## config.mk

```make
export PLATFORM = sky130hd
export DESIGN_NAME = lsu
export DESIGN_NICKNAME = d
export VERILOG_FILES = /design/src/rtl/lsu.sv
export SDC_FILE = /design/constraint.sdc
export NUM_CORES = 1
export LEC_CHECK = 0
export ABC_AREA = 1
export BUFFER_PORTS_ARGS = -buffer_cell sky130_fd_sc_hd__clkbuf_2
export CAP_MARGIN = 25
export CORE_MARGIN = 3
export CORE_UTILIZATION = 45
export CTS_CLUSTER_SIZE = 20
export DETAILED_ROUTE_END_ITERATION = 16
export PLACE_DENSITY = 0.76
export SYNTH_ARGS = -nofsm -noshare
export SYNTH_HDL_FRONTEND = slang
export SYNTH_SLANG_ARGS = --single-unit
```

## constraint.sdc

```tcl
create_clock -name clk -period 4.29 [get_ports clk]
set_input_delay 0.429 -clock clk [delete_from_list [all_inputs] [get_ports clk]]
set_output_delay 0.429 -clock clk [all_outputs]
set_load 0.1 [all_outputs]
```

## src/rtl/lsu.sv

```systemverilog
// rtl/lsu.sv - load/store unit: EX-to-WB memory stage with request/response data bus
module lsu #(
    parameter int ADDR_W = 32
) (
    input  logic              clk,
    input  logic              rst,
    input  logic              i_ex_valid,
    input  logic [3:0]        i_mem_op,
    input  logic [ADDR_W-1:0] i_mem_addr,
    input  logic [ADDR_W-1:0] i_store_data,
    input  logic              i_ex_wreg,
    input  logic [4:0]        i_ex_waddr,
    input  logic [ADDR_W-1:0] i_ex_wdata,
    input  logic              i_flush,
    output logic              o_data_req,
    output logic              o_data_we,
    output logic [3:0]        o_data_wstrb,
    output logic [ADDR_W-1:0] o_data_addr,
    output logic [ADDR_W-1:0] o_data_wdata,
    input  logic              i_data_addr_ok,
    input  logic              i_data_data_ok,
    input  logic [ADDR_W-1:0] i_data_rdata,
    output logic              o_wb_valid,
    output logic              o_wb_wreg,
    output logic [4:0]        o_wb_waddr,
    output logic [ADDR_W-1:0] o_wb_wdata,
    output logic              o_excp_ale,
    output logic [ADDR_W-1:0] o_excp_badv,
    output logic              o_stallreq
);

    typedef enum logic [1:0] {
        IDLE    = 2'd0,
        REQ     = 2'd1,
        WAIT    = 2'd2,
        DISCARD = 2'd3
    } state_t;

    localparam logic [3:0] OP_LD_B  = 4'd1;
    localparam logic [3:0] OP_LD_H  = 4'd2;
    localparam logic [3:0] OP_LD_W  = 4'd3;
    localparam logic [3:0] OP_LD_BU = 4'd4;
    localparam logic [3:0] OP_LD_HU = 4'd5;
    localparam logic [3:0] OP_ST_B  = 4'd6;
    localparam logic [3:0] OP_ST_H  = 4'd7;
    localparam logic [3:0] OP_ST_W  = 4'd8;

    state_t r_state;
    state_t w_next_state;

    // latched memory instruction, owned by the FSM between IDLE and completion
    logic [3:0]        r_op;
    logic [ADDR_W-1:0] r_addr;
    logic [ADDR_W-1:0] r_sdata;
    logic [4:0]        r_waddr;
    logic              r_wreg;

    logic              r_wb_valid;
    logic              r_wb_wreg;
    logic [4:0]        r_wb_waddr;
    logic [ADDR_W-1:0] r_wb_wdata;
    logic              r_excp_ale;
    logic [ADDR_W-1:0] r_excp_badv;

    logic w_in_mem;
    logic w_in_half;
    logic w_in_word;
    logic w_in_misalign;
    logic w_accept;
    logic w_ale;
    logic w_pass;
    logic w_done;

    logic              w_r_load;
    logic              w_r_store;
    logic [7:0]        w_lbyte;
    logic [15:0]       w_lhalf;
    logic [ADDR_W-1:0] w_ld_data;

    // decode of the incoming EX operation; opcodes 9-15 fall through as non-memory
    always_comb begin
        w_in_mem      = (i_mem_op >= OP_LD_B) && (i_mem_op <= OP_ST_W);
        w_in_half     = (i_mem_op == OP_LD_H) || (i_mem_op == OP_LD_HU) || (i_mem_op == OP_ST_H);
        w_in_word     = (i_mem_op == OP_LD_W) || (i_mem_op == OP_ST_W);
        w_in_misalign = (w_in_half && i_mem_addr[0]) || (w_in_word && (i_mem_addr[1:0] != 2'b00));
    end

    // state register
    always_ff @(posedge clk or posedge rst) begin
        if (rst) begin
            r_state <= IDLE;
        end else begin
            r_state <= w_next_state;
        end
    end

    // next state and per-cycle event strobes; a flush coinciding with data_ok kills the writeback
    always_comb begin
        w_next_state = r_state;
        w_accept     = 1'b0;
        w_ale        = 1'b0;
        w_pass       = 1'b0;
        w_done       = 1'b0;
        case (r_state)
            IDLE: begin
                if (i_ex_valid && !i_flush) begin
                    if (!w_in_mem) begin
                        w_pass = 1'b1;
                    end else if (w_in_misalign) begin
                        w_ale = 1'b1;
                    end else begin
                        w_accept     = 1'b1;
                        w_next_state = REQ;
                    end
                end
            end
            REQ: begin
                if (i_data_addr_ok) begin
                    if (i_data_data_ok) begin
                        w_next_state = IDLE;
                        w_done       = !i_flush;
                    end else begin
                        w_next_state = i_flush ? DISCARD : WAIT;
                    end
                end else if (i_flush) begin
                    w_next_state = IDLE;
                end
            end
            WAIT: begin
                if (i_data_data_ok) begin
                    w_next_state = IDLE;
                    w_done       = !i_flush;
                end else if (i_flush) begin
                    w_next_state = DISCARD;
                end
            end
            DISCARD: begin
                if (i_data_data_ok) begin
                    w_next_state = IDLE;
                end
            end
            default: begin
                w_next_state = IDLE;
            end
        endcase
    end

    // latch the accepted memory instruction; held stable until the next accept
    always_ff @(posedge clk or posedge rst) begin
        if (rst) begin
            r_op    <= 4'd0;
            r_addr  <= '0;
            r_sdata <= '0;
            r_waddr <= 5'd0;
            r_wreg  <= 1'b0;
        end else if (w_accept) begin
            r_op    <= i_mem_op;
            r_addr  <= i_mem_addr;
            r_sdata <= i_store_data;
            r_waddr <= i_ex_waddr;
            r_wreg  <= i_ex_wreg;
        end
    end

    // bus request channel, driven only while in REQ
    always_comb begin
        w_r_load     = (r_op >= OP_LD_B) && (r_op <= OP_LD_HU);
        w_r_store    = (r_op >= OP_ST_B) && (r_op <= OP_ST_W);
        o_data_req   = 1'b0;
        o_data_we    = 1'b0;
        o_data_wstrb = 4'b0000;
        o_data_addr  = '0;
        o_data_wdata = '0;
        if (r_state == REQ) begin
            o_data_req  = 1'b1;
            o_data_we   = w_r_store;
            o_data_addr = {r_addr[ADDR_W-1:2], 2'b00};
            case (r_op)
                OP_ST_B: begin
                    o_data_wstrb = 4'b0001 << r_addr[1:0];
                    o_data_wdata = {4{r_sdata[7:0]}};
                end
                OP_ST_H: begin
                    o_data_wstrb = r_addr[1] ? 4'b1100 : 4'b0011;
                    o_data_wdata = {2{r_sdata[15:0]}};
                end
                OP_ST_W: begin
                    o_data_wstrb = 4'b1111;
                    o_data_wdata = r_sdata;
                end
                default: begin
                    o_data_wstrb = 4'b0000;
                    o_data_wdata = '0;
                end
            endcase
        end
    end

    // lane selection and extension of the read response
    always_comb begin
        case (r_addr[1:0])
            2'd0:    w_lbyte = i_data_rdata[7:0];
            2'd1:    w_lbyte = i_data_rdata[15:8];
            2'd2:    w_lbyte = i_data_rdata[23:16];
            default: w_lbyte = i_data_rdata[31:24];
        endcase
        w_lhalf = r_addr[1] ? i_data_rdata[31:16] : i_data_rdata[15:0];
        case (r_op)
            OP_LD_B:  w_ld_data = {{24{w_lbyte[7]}}, w_lbyte};
            OP_LD_H:  w_ld_data = {{16{w_lhalf[15]}}, w_lhalf};
            OP_LD_W:  w_ld_data = i_data_rdata;
            OP_LD_BU: w_ld_data = {24'd0, w_lbyte};
            OP_LD_HU: w_ld_data = {16'd0, w_lhalf};
            default:  w_ld_data = '0;
        endcase
    end

    // write-back register: one-cycle valid pulse, payload holds between pulses
    always_ff @(posedge clk or posedge rst) begin
        if (rst) begin
            r_wb_valid  <= 1'b0;
            r_wb_wreg   <= 1'b0;
            r_wb_waddr  <= 5'd0;
            r_wb_wdata  <= '0;
            r_excp_ale  <= 1'b0;
            r_excp_badv <= '0;
        end else begin
            r_wb_valid <= 1'b0;
            if (w_pass) begin
                r_wb_valid <= 1'b1;
                r_wb_wreg  <= i_ex_wreg;
                r_wb_waddr <= i_ex_waddr;
                r_wb_wdata <= i_ex_wdata;
                r_excp_ale <= 1'b0;
            end else if (w_ale) begin
                r_wb_valid  <= 1'b1;
                r_wb_wreg   <= 1'b0;
                r_wb_waddr  <= i_ex_waddr;
                r_wb_wdata  <= '0;
                r_excp_ale  <= 1'b1;
                r_excp_badv <= i_mem_addr;
            end else if (w_done) begin
                r_wb_valid <= 1'b1;
                r_wb_wreg  <= r_wreg && w_r_load;
                r_wb_waddr <= r_waddr;
                r_wb_wdata <= w_r_load ? w_ld_data : '0;
                r_excp_ale <= 1'b0;
            end
        end
    end

    // stall is gated by reset so it drops immediately on an asynchronous reset
    always_comb begin
        o_stallreq  = !rst && ((r_state != IDLE) || w_accept);
        o_wb_valid  = r_wb_valid;
        o_wb_wreg   = r_wb_wreg;
        o_wb_waddr  = r_wb_waddr;
        o_wb_wdata  = r_wb_wdata;
        o_excp_ale  = r_excp_ale;
        o_excp_badv = r_excp_badv;
    end

endmodule

```

==> results of run 1 <==
[worst max-delay path, delay by kind of cell, from the launching register on]
kind | cells | cell delay (ns)
buf+inv | 5 | 1.11
simple gates | 4 | 0.88
flops | 1 | 0.43
compound gates | 2 | 0.25
[cells by family (layout without fill, tap and decap cells)]
logic type | Yosys count | after routing
AO/OA/AOI/OAI | 156 | 156
adder cells (fa/ha/maj) | 4 | 4
XOR/XNOR | 1 | 1
flip-flops | 148 | 148
AND/OR/NAND/NOR | 617 | 617
buffers and inverters | 226 | 489
other | 1 | 3
[sequential cells by signal, summed over array words and instances (netlist names)]
| signal | flops |
|---|---|
| o_excp_ale | 1 |
| o_excp_badv | 32 |
| o_wb_valid | 1 |
| o_wb_waddr | 5 |
| o_wb_wdata | 32 |
| o_wb_wreg | 1 |
| r_addr | 32 |
| r_op | 4 |
| r_sdata | 32 |
| r_state | 2 |
| r_waddr | 5 |
| r_wreg | 1 |
[cell usage after synthesis, types with 2 or more instances]
cell | count | share of area
inv_2 | 3 | 0.0014
inv_4 | 2 | 0.0016
o31ai_1 | 8 | 0.0075
nand3_2 | 2 | 0.0025
o21ai_1 | 3 | 0.0019
o21bai_1 | 2 | 0.0019
inv_1 | 158 | 0.074
nor2_1 | 76 | 0.035
nand2_1 | 432 | 0.20
clkbuf_1 | 14 | 0.0065
o21ai_0 | 96 | 0.060
o22ai_1 | 8 | 0.0062
ha_1 | 4 | 0.0062
nor2_2 | 5 | 0.0039
and2_1 | 2 | 0.0016
buf_4 | 7 | 0.0065
nor2_4 | 2 | 0.0028
nand3_1 | 87 | 0.054
a21oi_1 | 38 | 0.024
buf_2 | 35 | 0.022
buf_6 | 6 | 0.0084
dfrtp_1 | 148 | 0.46
nor3_1 | 4 | 0.0025
[placed cells by master, fill, tap and decap left out, types with 2 or more instances in the layout]
| cell | synthesis | layout |
|---|---|---|
| nand2_1 | 432 | 431 |
| clkbuf_2 | 0 | 284 |
| inv_1 | 158 | 157 |
| dfrtp_1 | 148 | 148 |
| o21ai_0 | 96 | 96 |
| nand3_1 | 87 | 87 |
| nor2_1 | 76 | 76 |
| a21oi_1 | 38 | 38 |
| clkbuf_16 | 0 | 17 |
| buf_4 | 7 | 9 |
| o22ai_1 | 8 | 8 |
| o31ai_1 | 8 | 8 |
| nor2_2 | 5 | 5 |
| nor3_1 | 4 | 4 |
| ha_1 | 4 | 4 |
| inv_8 | 0 | 4 |
| inv_2 | 3 | 3 |
| o21ai_1 | 3 | 3 |
| inv_6 | 0 | 3 |
| clkinvlp_4 | 0 | 2 |
| and2_1 | 2 | 2 |
| nand3_2 | 2 | 2 |
| nor2_4 | 2 | 2 |
| nand2_4 | 0 | 2 |
| inv_4 | 2 | 2 |
| o21bai_1 | 2 | 2 |
| conb_1 | 1 | 2 |
| bufinv_16 | 0 | 2 |
| clkinv_4 | 0 | 2 |
| clkinv_8 | 0 | 2 |
[stage by stage]
stage	hold slack, ns	utilization
global route	0.1708	0.5828
CTS	0.1273	0.5826
floorplan	0.4343	-
global placement	0.4520	0.5466
finish	0.1185	0.5828
detailed placement	0.4539	0.5466
[how the worst max path moves through the flow]
stage | start | end | slack, ns | depth (start not counted)
after global routing | r_op[3]$_DFFE_PP0P_ | o_data_wdata[18] | 0.52 | 11
after floorplan | r_state[1]$_DFFE_PP0P_ | o_data_wdata[16] | -0.37 | 7
after global placement | r_op[3]$_DFFE_PP0P_ | o_data_wdata[17] | 1.33 | 11
after CTS | r_op[3]$_DFFE_PP0P_ | o_data_wdata[18] | 0.75 | 11
final | r_op[3]$_DFFE_PP0P_ | o_data_wdata[18] | 0.76 | 11
after detailed placement | r_op[3]$_DFFE_PP0P_ | o_data_wdata[18] | 1.22 | 11
[layout make-up]
type,count,area [um^2]
multi-input cells,780,3405
diodes,1,2.502
flip-flops and latches,148,3704
inverters,163,620.6
clock inverters,14,188.9
well taps,225,281.5
clock buffers,18,439.2
fillers,1695,7267
repair buffers,294,1509
[metal layers]
layer | global-route usage | vias to the layer above | routed length [um]
met1 | 0.3239 | 3727 | 9987
li1 | - | 4044 | -
met5 | 0 | - | 0
met2 | 0.3928 | 375 | 11090
met4 | 0.1030 | 0 | 813
met3 | 0.05567 | 52 | 2084
==> impl_metrics.tcl, run 1 <==
set metrics [dict create \
    rsz0062_at_grt "false" \
    die_area_um2 19550 \
    htree_levels 4 \
    synth-warning-count 0 \
    synth_fa_ha_area_frac 0.006209 \
    drc 0 \
    syn_area_um2 8060 \
    via_per_inst 4.990 \
    arrival_ns 3.10 \
    floorplan.initialDensity 0.4628 \
    preCtsSetupSlack_ns 1.221 \
    cts_buffer_depth 2 \
    max_cap_viol_count 0 \
    cts_hold_buffers 0 \
    required_ns 3.86 \
    path_clk_slew_ns 0.06 \
    reg2reg_slack_ns 1.62 \
    worst_r2r_endpoint "o_wb_wdata[3]$_DFFE_PP0P_" \
    min_period_ns 3.532 \
    hold_path_class "in -> async" \
    synth-seq-cells 148 \
    wire_per_inst_um 14.59 \
    cts_resized 0 \
    synthFlopType "dfrtp_1" \
    drt_iter0_drc 583 \
    path_cells "inv_1, nand2_1, nor2_1, inv_1, a21oi_2, buf_4, inv_2, nor2_1, nand2_1, o31ai_1, clkbuf_2" \
    synth_compound_area_frac 0.1017 \
    first_pass_iters 5 \
    worst_pin_slew_ns 0.8415 \
    reg2reg_from "r_state[0]$_DFFE_PP0P_" \
    clock_skew_ns 0.01075 \
    cts_tree "yes" \
    dpl_cell_area_um2 9519 \
    num_vias 8198 \
    slowest_delay_ns 0.56 \
    synthArstFlopShare 1.000 \
    cts_buffers 17 \
    worstSkewPairLatency_ns 0.42 \
    dpl.cell_count 1610 \
    drive_gt1_frac 0.2442 \
    clkSinkCount 148 \
    synth_top_family_by_area "simple AND/OR/NAND/NOR gates" \
    ys_types 34 \
    finalSetupViolations 0 \
    timing.fmax_ghz 0.2831 \
    post-cts-setup-buffers 0 \
    grt_max_degree 84 \
    area_growth_pct 25.92 \
    core-area_um2 17420 \
    syn_area_per_cell_um2 6.991 \
    grt_overflow_total 0 \
    grt_antenna_before_repair 1 \
    synth-xor-area-share 0.001087 \
    chipHeight_um 139.8 \
    fin_crit_sh 0.8234 \
    crit_fanout 22 \
    gp_congestion 0.9295 \
    synth-simple-area-share 0.3109 \
    cpMaxStageDelayCell "nor2_1" \
    finalSetupTns_ns 0 \
    ys_seq_area_frac 0.4595 \
    track_usage 0.2460 \
    portBuffers 284 \
    crit_path_end_kind "output port" \
    worst_slack_ns 0.7575 \
    relSlewSlack 0.4384 \
    wl_um 23970 \
    hold_violations 0 \
    dp_hpwl_um 17630 \
    cts-root-buf "clkbuf_16" \
    die_x_um 139.8 \
    reg2regPathDepth 10 \
    stdcell_area_um2 10150 \
    ant_nets 0 \
    crit_type "reg -> out" \
    postSynthCellCount 1153 \
    muxShareOfSynthArea 0 \
    instances_no_fill 1643 \
    row_count 48 \
    synth_edf_count 0 \
    nets 1552 \
    status "complete, no violations" \
    slew_violations 0 \
    start_kind "flip-flop" \
    io_pins 287 \
    grt_pass1_wl_um 39270 \
    grt_pass1_vias 7705 \
]
Power of run 1 is left out: the tool's default activity adds up to more than one toggle a clock period on the data nets, which glitch-free logic cannot reach.
==> inputs of run 2 (changes only) <==
Settings changed: ABC_AREA 1 to 0, PLACE_DENSITY 0.76 to 0.74.
Clock period 4.29 ns to 3.7 ns, I/O delays scaled along.
==> run 2 against run 1 <==
Net effect: design area down 3.6%; routed wire length down 1.7%; via count down 18%; synthesized area down 6.0%; register-to-register slack worse by 0.31 ns; critical path depth down 5; worst setup slack worse by 0.48 ns.
==> impl_metrics.tcl, run 2 <==
set metrics [dict create \
    wire_per_inst_um 19.43 \
    synth_commonest_cells "148 x dfrtp_1, 97 x mux2_2, 85 x nand2_1" \
    dpl.cell_count 1179 \
    cpMaxStageDelayCell "and2_1" \
    clkSinkCount 148 \
    layout_common_cells "276 x clkbuf_2, 148 x dfrtp_1, 97 x mux2_2, 85 x nand2_1, 40 x and2_1" \
    yosys.area.top_type "dfrtp_1" \
    cp_top_family "simple AND/OR/NAND/NOR gates" \
    syn_area_per_cell_um2 10.49 \
    rsz0062_at_grt "false" \
    synth_most_common_cell "dfrtp_1" \
    synthFlopType "dfrtp_1" \
    required_ns 3.33 \
    grt_overflow_total 0 \
    num_vias 6708 \
    hold_violations 0 \
    core-area_um2 16170 \
    ys_types 48 \
    start_kind "flip-flop" \
    row_count 46 \
    track_usage 0.2520 \
    finalSetupViolations 0 \
    synth-seq-cells 148 \
    ant_nets 0 \
    gp_congestion 0.8323 \
    worstSkewPairLatency_ns 0.42 \
    clock_skew_ns 0.008583 \
    dp_hpwl_um 16900 \
    htree_levels 4 \
    cts-root-buf "clkbuf_16" \
    utilization 0.6048 \
    area_growth_pct 29.16 \
    route.met3.wl_um 2277 \
    top_layer "met4" \
    nFillCells 1385 \
    grt_max_degree 97 \
    ys_seq_area_frac 0.4890 \
    whs_ns 0.09719 \
    instances_no_fill 1213 \
    arrival_ns 3.06 \
    path_clk_slew_ns 0.06 \
    timing.fmax_ghz 0.2919 \
    crit_fanout 21 \
    portBuffers 284 \
    cts_resized 0 \
    multiInputGateArea_um2 3575 \
    crit_type "reg -> out" \
    drive_gt1_frac 0.4443 \
    drc 0 \
    path_cells "nor3_1, and2_1, o21ai_1, buf_4, inv_1, clkbuf_2" \
    grt_pass1_wl_um 36160 \
    synth-warning-count 0 \
    hold_path_class "in -> async" \
    chipHeight_um 135.7 \
    cts_tree "yes" \
    synth.top_cells.by_area "dfrtp_1 49%, mux2_2 14%, nand2_1 4.2%" \
    min_period_ns 3.425 \
    io_pins 287 \
    cts_hold_buffers 0 \
    crit_buf_inv 3 \
    status "complete, no violations" \
    via_per_inst 5.530 \
    grt_pass1_vias 6515 \
    crit_path_end_kind "output port" \
    regArea_um2 3704 \
    slowest_delay_ns 0.66 \
    diodes 0 \
    worst_pin_slew_ns 0.8614 \
    postSynthCellCount 722 \
    wl_met2_um 11310 \
    relSlewSlack 0.4244 \
    die_x_um 135.7 \
    slew_violations 0 \
    max_cap_viol_count 0 \
    synthArstFlopShare 1.000 \
    nets 1132 \
    post-cts-setup-buffers 0 \
    final_common_cell "clkbuf_2" \
    floorplan.initialDensity 0.4683 \
    grt_antenna_before_repair 0 \
    wl_um 23570 \
    first_pass_iters 5 \
    cts_buffers 17 \
    cts_buffer_depth 2 \
    fin_crit_sh 0.9258 \
    drt_iter0_drc 402 \
    synth_top_area_share 0.4890 \
    synth_edf_count 0 \
    syn_area_um2 7574 \
    die_area_um2 18420 \
    wl_met1_um 9414 \
]
==> run 2: cell count changes after synthesis, sizes merged, moves of 20 or more <==
cell	before	now
nand2	433	85
inv	163	9
and2	2	40
mux2	0	104
nand3	90	34
nor3	4	40
mux2i	0	20
o21ai	99	19
nor2	83	18
a31oi	0	26
==> run 2: final timing paths <==
kind	endpoint	slack (ns)	cells after the start	startpoint
max reg2reg	o_wb_wdata[8]$_DFFE_PP0P_	1.31	5	r_op[3]$_DFFE_PP0P_
min reg2reg	r_addr[31]$_DFFE_PP0P_	0.49	1	r_addr[31]$_DFFE_PP0P_
min in group clk	r_sdata[25]$_DFFE_PP0P_	0.17	2	i_store_data[25]
min	r_state[0]$_DFFE_PP0P_	0.1	3	rst
max in group asynchronous	o_wb_wdata[20]$_DFFE_PP0P_	3.00	3	rst
max	o_data_we	0.27	6	r_op[0]$_DFFE_PP0P_
==> run 2: area by class of cell <==
type / count / area share
flip-flops and latches: 148 / 0.3786
multi-input cells: 505 / 0.3654
repair buffers: 303 / 0.1632
clock buffers: 18 / 0.04490
well taps: 216 / 0.02763
clock inverters: 14 / 0.01637
inverters: 9 / 0.003837
==> run 2: routing by layer <==
metal	GRT usage	vias to the layer above
met5	0	-
met4	0.08791	0
met3	0.08321	41
met2	0.4104	306
met1	0.3157	3242
li1	-	3119
==> run 2: cell families after synthesis <==
family,after synthesis,synth area share
xor gates and xnor gates,2,0.002313
muxes,125,0.1840
other,1,0.0004951
and+or+nand+nor,238,0.1571
buffers and inverters,70,0.04510
DFF,148,0.4890
AOI/OAI and AO/OA,134,0.1153
adders and majority gates,4,0.006609
==> run 2: through the flow <==
stage / setup slack (ns) / instance area (um^2) / setup TNS (ns)
global placement: 0.7960 / 9168 / 0
finish: 0.2746 / 9782 / 0
detailed placement: 0.7396 / 9168 / 0
CTS: 0.2728 / 9767 / 0
floorplan: -0.08433 / 7581 / -1.321
global route: 0.1009 / 9782 / 0
==> run 2: worst reg2reg max path: stages (launching register included) <==
cell      delay [ns]
dfrtp_1         0.57
nor4b_1         0.47
nand2_1         0.61
o211ai_1        0.34
a32oi_1         0.15
a21oi_1         0.18
Power of run 2 is left out for the same reason.
==> inputs of run 3 (changes only) <==
Settings changed: PLACE_DENSITY 0.74 to 0.8.
==> run 3 against run 2 <==
Net effect: clock skew rose by 0.00064 ns; maximum frequency rose by 3.1%; first-iteration DRC count fell by 25%; critical path type unchanged; critical endpoint is now o_data_wdata[0]; largest cell class unchanged; highest routed layer is now met5.
==> impl_metrics.tcl, run 3 (synthesis results as in run 2) <==
set metrics [dict create \
    cts_buffers 17 \
    relSlewSlack 0.4286 \
    timing.fmax_ghz 0.3010 \
    final_common_cell "clkbuf_2" \
    chipHeight_um 135.7 \
    required_ns 3.33 \
    clkSinkCount 148 \
    cts_resized 0 \
    rsz0062_at_grt "false" \
    nFillCells 1380 \
    cts_tree "yes" \
    grt_max_degree 67 \
    finalSetupTns_ns 0 \
    reg2regPathDepth 8 \
    diodes 0 \
    grt_pass1_vias 6836 \
    dp_hpwl_um 16690 \
    area_growth_pct 30.02 \
    crit_buf_inv 4 \
    grt_antenna_before_repair 1 \
    start_kind "flip-flop" \
    status "complete, no violations" \
    clock_skew_ns 0.009222 \
    track_usage 0.2471 \
    reg2reg_slack_ns 1.12 \
    cp.depth 8 \
    arrival_ns 2.95 \
    path_clk_slew_ns 0.07 \
    reg2reg_from "r_state[1]$_DFFE_PP0P_" \
    min_period_ns 3.322 \
    grt_overflow_total 0 \
    path_cells "nor3_1, and2_1, buf_4, o21ai_1, buf_4, inv_1, and2_1, clkbuf_2" \
    utilization 0.6089 \
    slowest_delay_ns 0.48 \
    ant_nets 0 \
    via_per_inst 5.604 \
    max_cap_viol_count 0 \
    stdcell_area_um2 9847 \
    worst_slack_ns 0.3780 \
    worst_pin_slew_ns 0.8551 \
    wire_per_inst_um 18.90 \
    layout_common_cells "284 x clkbuf_2, 148 x dfrtp_1, 97 x mux2_2, 85 x nand2_1, 40 x and2_1" \
    crit_path_end "o_data_wdata[0]" \
    dpl_cell_area_um2 9183 \
    cts-root-buf "clkbuf_16" \
    crit_path_end_kind "output port" \
    core-area_um2 16170 \
    crit_fanout 19 \
    worstSkewPairLatency_ns 0.42 \
    cpMaxStageDelayCell "dfrtp_1" \
    preCtsSetupSlack_ns 0.8187 \
    cts_buffer_depth 2 \
    post-cts-setup-buffers 0 \
    gp_congestion 0.9092 \
    die_x_um 135.7 \
    worst_r2r_endpoint "o_wb_wdata[0]$_DFFE_PP0P_" \
    drt_iter0_drc 303 \
    first_pass_iters 5 \
    crit_type "reg -> out" \
    grt_pass1_wl_um 35730 \
    io_pins 287 \
    hold_violations 0 \
    num_vias 6803 \
    floorplan.initialDensity 0.4683 \
    finalSetupViolations 0 \
    hold_path_class "in -> async" \
    portBuffers 284 \
    cp_top_family "buffers and inverters" \
    drive_gt1_frac 0.4439 \
    die_area_um2 18420 \
    cts_hold_buffers 0 \
    slew_violations 0 \
    drc 0 \
    row_count 46 \
    nets 1133 \
    startpoint "r_op[0]$_DFFE_PP0P_" \
    wl_um 22950 \
    htree_levels 4 \
    fin_crit_sh 0.8978 \
]
## run 3: stage by stage
step / cells / hold slack, ns
6_report: 1214 / 0.08637
5_1_grt: 1214 / 0.1266
4_1_cts: 1214 / 0.08335
3_5_place_dp: 1182 / 0.4805
3_3_place_gp: 1182 / 0.4618
2_1_floorplan: 723 / 0.4489
## run 3: layout make-up
class	instances	area [um^2]	share of cell area
sequential	148	3704	0.3761
multi-input combinational	505	3575	0.3630
timing repair buffer	304	1597	0.1621
clock buffer	19	442.9	0.04498
tap	216	270.3	0.02745
clock inverter	13	221.5	0.02249
inverter	9	37.54	0.003812
## run 3: worst min-delay path by stage
stage,from,to,slack (ns),depth (start not counted)
after global placement,r_addr[31]$_DFFE_PP0P_,r_addr[31]$_DFFE_PP0P_,0.46,1
after detailed placement,r_sdata[31]$_DFFE_PP0P_,r_sdata[31]$_DFFE_PP0P_,0.48,1
final,rst,r_sdata[10]$_DFFE_PP0P_,0.09,2
after floorplan,r_addr[31]$_DFFE_PP0P_,r_addr[31]$_DFFE_PP0P_,0.45,1
after CTS,rst,r_addr[0]$_DFFE_PP0P_,0.08,2
after global routing,rst,r_op[3]$_DFFE_PP0P_,0.13,2
## run 3: routing by layer
metal  global-route usage  vias to the layer above  routed length, um
li1                     -                     3104                  -
met1               0.3087                     3267               9229
met2               0.3944                      373              10520
met3              0.08247                       57               2435
met4               0.1030                        2                751
met5                    0                        -                 13
## run 3: worst register-to-register path, delay by kind of cell, from the launching register on
family,cells,cell delay [ns]
DFF,1,0.40
buffers and inverters,3,0.90
AOI/OAI and AO/OA,2,0.33
and+or+nand+nor,2,0.35
adders and majority gates,1,0.45
Power of run 3 is left out for the same reason.
